==> src/rtl/reg_bus_sequencer.sv <==
// Purpose: sequences one register->register or immediate->register move over the shared tri-state register bus.
// Latency: 3 Tick edges from request acceptance to done; requests are at least 4 Tick edges apart.
// Backpressure: req is only sampled in IDLE; while busy or done, all request inputs are ignored.
//
// Ports:
//   Clock, Reset (async, active-high), Tick (advance strobe)
//   req/src_sel/dst_sel/imm_en/imm_data : transfer request, latched on acceptance
//   bus_in     : resolved value of the shared bus, captured into last_value at the end of LATCH
//   cs         : per-register chip-select (1 = high-Z, 0 = drive bus)
//   load_en    : one-hot destination enable feeding each register's ClockEnable
//   bus_drive  : enable for the immediate tri-state driver; bus_out is its data
//   busy, done, last_value : status
module reg_bus_sequencer #(
    parameter int NrOfBits    = 8,
    parameter int RegAddrBits = 2,
    localparam int NrOfRegs   = 2**RegAddrBits
) (
    input  logic                   Clock,
    input  logic                   Reset,
    input  logic                   Tick,
    input  logic                   req,
    input  logic [RegAddrBits-1:0] src_sel,
    input  logic [RegAddrBits-1:0] dst_sel,
    input  logic                   imm_en,
    input  logic [NrOfBits-1:0]    imm_data,
    input  logic [NrOfBits-1:0]    bus_in,
    output logic [NrOfRegs-1:0]    cs,
    output logic [NrOfRegs-1:0]    load_en,
    output logic                   bus_drive,
    output logic [NrOfBits-1:0]    bus_out,
    output logic                   busy,
    output logic                   done,
    output logic [NrOfBits-1:0]    last_value
);

    typedef enum logic [1:0] {
        ST_IDLE  = 2'd0,
        ST_DRIVE = 2'd1,
        ST_LATCH = 2'd2,
        ST_DONE  = 2'd3
    } state_t;

    state_t state;
    state_t state_nxt;

    // Transfer fields, frozen for the whole transfer so bus drive never shifts mid-move.
    logic [RegAddrBits-1:0] src_q;
    logic [RegAddrBits-1:0] dst_q;
    logic                   imm_en_q;
    logic [NrOfBits-1:0]    imm_q;

    always_ff @(posedge Clock or posedge Reset) begin
        if (Reset) begin
            state <= ST_IDLE;
        end else if (Tick) begin
            state <= state_nxt;
        end
    end

    always_ff @(posedge Clock or posedge Reset) begin
        if (Reset) begin
            src_q    <= '0;
            dst_q    <= '0;
            imm_en_q <= 1'b0;
            imm_q    <= '0;
        end else if (Tick && (state == ST_IDLE) && req) begin
            src_q    <= src_sel;
            dst_q    <= dst_sel;
            imm_en_q <= imm_en;
            imm_q    <= imm_data;
        end
    end

    // The destination register captures the bus on this same Tick edge; mirror it here.
    always_ff @(posedge Clock or posedge Reset) begin
        if (Reset) begin
            last_value <= '0;
        end else if (Tick && (state == ST_LATCH)) begin
            last_value <= bus_in;
        end
    end

    // Outputs decode only registered state and latched fields, so they are glitch-free.
    always_comb begin
        state_nxt = state;
        cs        = '1;
        load_en   = '0;
        bus_drive = 1'b0;
        bus_out   = '0;
        busy      = 1'b0;
        done      = 1'b0;

        case (state)
            ST_IDLE: begin
                if (req) begin
                    state_nxt = ST_DRIVE;
                end
            end
            ST_DRIVE, ST_LATCH: begin
                busy = 1'b1;
                // Exactly one bus source: either the immediate driver or one register.
                if (imm_en_q) begin
                    bus_drive = 1'b1;
                    bus_out   = imm_q;
                end else begin
                    cs[src_q] = 1'b0;
                end
                if (state == ST_LATCH) begin
                    load_en[dst_q] = 1'b1;
                    state_nxt      = ST_DONE;
                end else begin
                    state_nxt      = ST_LATCH;
                end
            end
            ST_DONE: begin
                done      = 1'b1;
                state_nxt = ST_IDLE;
            end
            default: begin
                state_nxt = ST_IDLE;
            end
        endcase
    end

endmodule

==> config.mk <==
export PLATFORM = sky130hd
export DESIGN_NAME = reg_bus_sequencer
export DESIGN_NICKNAME = d
export VERILOG_FILES = /design/src/rtl/reg_bus_sequencer.sv
export SDC_FILE = /design/constraint.sdc
export NUM_CORES = 1
export LEC_CHECK = 0
export CAP_MARGIN = 25
export CORE_ASPECT_RATIO = 0.9
export CORE_UTILIZATION = 29
export CTS_CLUSTER_SIZE = 30
export DETAILED_ROUTE_END_ITERATION = 10
export GPL_ROUTABILITY_DRIVEN = 0
export PLACE_DENSITY_LB_ADDON = 0.08
export SLEW_MARGIN = 20
export SYNTH_ARGS = -nofsm -noshare
export SYNTH_HDL_FRONTEND = slang
export SYNTH_SLANG_ARGS = --single-unit
==> constraint.sdc <==
create_clock -name Clock -period 1.63 [get_ports Clock]
set_input_delay 0.326 -clock Clock [delete_from_list [all_inputs] [get_ports Clock]]
set_output_delay 0.326 -clock Clock [all_outputs]
set_load 0.01 [all_outputs]
# == Word level (Yosys, flattened, before mapping) ==
# Index checks and enable logic that the tools add are counted.
# totals
ff_bits,23
input_bits,25
out_inout_bits,27
elab_cells,40
# classes
magnitude_cmp,4
eq_ne,4
mux,17
bitwise_logic,1
reduce_logical,8
# ops
op,count
$mux 4,4
$mux 8,2
$mux 1,7
$lt 2x3->1 const B,2
$pmux 2 s3,1
$logic_and 1x1->1,5
$demux 1 s2,2
$eq 2x2->1 const B,2
$ge 2x1->1 const B,2
$not 4->4,1
$eq 2x1->1 const B,1
$logic_not 2->1,1
$mux 2,1
$ne 2x2->1 const B,1
$reduce_and 2->1,1
$reduce_or 2->1,1

# == Longest topological paths before layout ==
# Gate-level depths: netlist of the first run.
# depth
word_depth,7
depth_mapped,5
depth_no_buf,5

# == Least setup slack after synthesis of the first run ==
# OpenSTA, ideal clock, no wires.
# synth_timing
path_kind,register to output
from,reg state[1]
to,out load_en[0]
arrival_time_ns,1.404
slack_ns,-0.100
stages_incl_launch_ff,6
n_path_buf,1
path_cell_list,dfrtp_1 > inv_1 > ha_1 > clkbuf_1 > nand2_1 > nor3_1
# synth_between
elab_chain_cells,3
# synth_rtl
element,line,source
"start, declared",43,state_t state;
"start signal, assigned",56,state <= state_nxt;
$eq 2x2->1 or $eq 2x1->1 (tied branches),"93, 108",
$mux 4 or $reduce_or 2->1 (tied branches),"108, 93",
$mux 4 (*),93,case (state)
"end, declared",28,"output logic [NrOfRegs-1:0] load_en,"
# Every way passes the cells marked *; elsewhere a longest branch is shown, timed or not.

# == Worst setup path after layout of the first run ==
# layout_timing
from,reg state[0]
to,out cs[1]
# layout_between
elab_chain_cells,3
# layout_rtl
element,line,source
$eq 2x2->1 or $eq 2x1->1 (tied branches),93,
$reduce_or 2->1 (*),93,
$mux 4 (*),93,
"end, declared",27,"output logic [NrOfRegs-1:0] cs,"
# Marks and branches as above.

==> results of run 1 <==
==> area by class of cell <==
| cell class | instances | share of cell area (%) |
|---|---|---|
| Clock buffer | 3 | 2.32 |
| Sequential cell | 23 | 32.3 |
| Tap cell | 44 | 3.09 |
| Multi-Input combinational cell | 53 | 30.4 |
| Clock inverter | 1 | 0.281 |
| Inverter | 5 | 1.05 |
| Timing Repair Buffer | 63 | 30.6 |
==> worst register-to-register path: stages, from the launching register on <==
cell,delay (ns)
dfrtp_1,0.37
inv_2,0.06
buf_4,0.14
ha_1,0.24
nand2_1,0.12
buf_12,0.13
mux2_2,0.33
==> sequential cells by signal (all words and copies together), names as in the netlist <==
register	cells
imm_q	8
imm_en_q	1
src_q	2
last_value	8
state	2
dst_q	2
==> logic make-up (layout without fill, tap and decap cells) <==
group	count (synthesis)	after routing	share of synthesized area, %
mux	23	23	26.5
fa+ha+maj	5	5	5.62
buf+inv	8	72	3.37
simple gates	24	24	12.4
compound gates	1	1	0.449
flops	23	23	51.7
==> placed cells by master (no fill, tap or decap), drive strengths merged, types with 2 or more instances in the layout <==
| cell type | Yosys | final |
|---|---|---|
| nor3 | 2 | 2 |
| and3 | 8 | 8 |
| mux2 | 22 | 22 |
| buf | 1 | 29 |
| ha | 5 | 5 |
| dfrtp | 23 | 23 |
| clkdlybuf4s50 | 0 | 32 |
| inv | 5 | 5 |
| nand2 | 3 | 3 |
| nor2 | 4 | 4 |
| nand3 | 2 | 2 |
| clkbuf | 2 | 4 |
==> power by group <==
group	switching (mW)	internal, mW	total [mW]
clock network	0.173	0.170	0.343
logic	0.779	1.13	1.91
registers	0.183	0.863	1.05
==> metrics by stage <==
step	hold slack [ns]	instance area, µm²	std cells
2_1_floorplan	0.328	1140	84
3_3_place_gp	0.480	1800	188
3_5_place_dp	0.485	1800	188
4_1_cts	0.398	1830	192
5_1_grt	0.430	1780	192
6_report	0.397	1780	192
==> final timing paths <==
| check | to | cells after the start | slack (ns) | from |
|---|---|---|---|---|
| worst min register to register | imm_q[7]$_DFFE_PP0P_ | 1 | 0.50 | imm_q[7]$_DFFE_PP0P_ |
| worst min-delay path | last_value[6]$_DFFE_PP0P_ | 3 | 0.40 | Reset |
| min in group Clock | imm_q[7]$_DFFE_PP0P_ | 1 | 0.50 | imm_q[7]$_DFFE_PP0P_ |
| worst max-delay path | cs[1] | 5 | -0.23 | state[0]$_DFFE_PP0P_ |
| worst max register to register | last_value[7]$_DFFE_PP0P_ | 6 | 0.11 | state[0]$_DFFE_PP0P_ |
| max in group asynchronous | imm_q[7]$_DFFE_PP0P_ | 3 | 1.00 | Reset |
==> what timing repair did <==
action / in CTS / in global routing
cloned: 0 / 0
setup buffers: 0 / 0
pin swaps: 2 / 1
endpoints found under the setup margin: 19 / 18
gates resized for setup: 67 / 12
==> routing by layer <==
| layer | part of all wire (%) | global-route usage, % | vias to the layer above |
|---|---|---|---|
| met2 | 53 | 23.9 | 23 |
| li1 | - | - | 415 |
| met5 | 0 | 0 | - |
| met3 | 4.3 | 3.38 | 2 |
| met4 | 0.60 | 3.65 | 0 |
| met1 | 42 | 14.9 | 431 |
==> results.md, run 1 <==
* Fmax at about 540 MHz
* Synth area leader: dfrtp_1
* Max IR drop VDD at roughly 0.00075 V
* Cells along the critical path: inv_2, ha_4, nand2b_4, or3b_4, buf_6
* Crit path max-delay family: simple AND/OR/NAND/NOR gates
* H-tree depth at 1
* Nets@finish at about 180
* Netlist cell types at 20
* Leakage power at between 0.8 and 0.9 nW
* Final min period at ~1.9 ns
* Overall Power at 3.30 mW
* Post-synth EDFFs at 0
* Count leader, synth: dfrtp_1
* Maximum fanout along the worst path at 3
* Avg WL per Cell at roughly 13 µm
* PwrDens at 1850 nW/µm²
* Top-Level Pins at 52
* Top FF cell, synth: dfrtp_1
* Hold Vio Cnt, Final at 0
* Vias in the first global route at about 860
* Final setup fails at 17
* Layout cells sized above 1 at between 40% and 50%
* Synthesis Warnings at 0
* Largest net degree at the start of global routing at 24
* Num rows at 20
* TNS Setup at -1.67 ns
* Synthesized cell area at between 1000 and 1500 µm²
* #FFs+latches synth at 23
* Placement Setup Slack at -0.348 ns
* Diodes inserted at 0
* Die area at ~4000 µm²
* Worst Hold Class: primary input to async pin
* Total GRT Usage at between 10% and 20%
* Bufs and invs on worst path at 2
* Syn nets at around 110
* Unrepaired setup endpoints after global routing: true
* Max cap viols at 0
* Clock-pin slew on the worst setup and hold paths at around 0.080 ns
* Crit Path Category: register to output pin
* Crit-path max cell delay at between 0.3 and 0.4 ns
* Detailed-route wire length at 2.51 mm
* Violated checks: negative setup slack
* FF+latch area at ~580 µm²
* Synth top area share at around 52%
* Worst-Margin Slew at approximately 0.29 ns
* Grt total ovfl at 0
* Area growth, synth to finish at 59.9%
* Vias at about 870
* CTS tree: built
* Die width at 67.3 µm
* Routed vias/inst at 4.54
* Fin crit share at 114%
* Startpoint Class: register
* Core Area at roughly 3500 µm²
* Crit. End Element: output pin
* Initial antenna violation count at 0
* Die H at around 60 µm
* Critical Path AT at roughly 1.5 ns
* Drt pass-1 iters at 2
* Slew Limit Fails at 0
* Total CTS buffers at 3
* Final HPWL DP at 1.93 mm
* Slowest CP cell: dfrtp_1
* CTS Sinks at 23
* # fillers at between 300 and 400
* Final WS setup at -0.233 ns
* Syn_area_per_cell at between 10 and 15 µm²
* Synth Instances at 84
* Setup Skew at roughly 0.0056 ns
* Max clock buf depth at 2
* Main area contributors after synthesis: dfrtp_1 (52%), mux2_4 (13%), mux2_2 (12%)
* Rel. slew slack at around four fifths
* Count of buffers from port buffering at 51
* DR iter-0 viols at 2
* Drt drc at 0
* First-pass GRT wire length at around 3.8 mm
* Status: finished with violations
* CTS root buf: clkbuf_8
* Top cells by count, synth: dfrtp_1 (23), mux2_2 (12), mux2_4 (10), and3_1 (8)
* Antenna-violating nets left at 0
* FFs w/ async S/R, synth at between 90% and 100%
* Multi-input logic area at 541 µm²
* Hold Buf Count CTS at 0
* Seq/Total Area, Yosys at 51.7%
* Worst path required time at ~1.3 ns
* Final core occ at approximately half
* Worst skew pair latency at ~0.26 ns
* Initial Util at between 30% and 40%
Note: power is estimated with default switching activity, not from simulation.
==> run 2, diff against run 1 <==
- CAP_MARGIN: 25 -> default
==> results of run 2 <==
No change in the layout: final DEF, timing and power equal those of run 1.
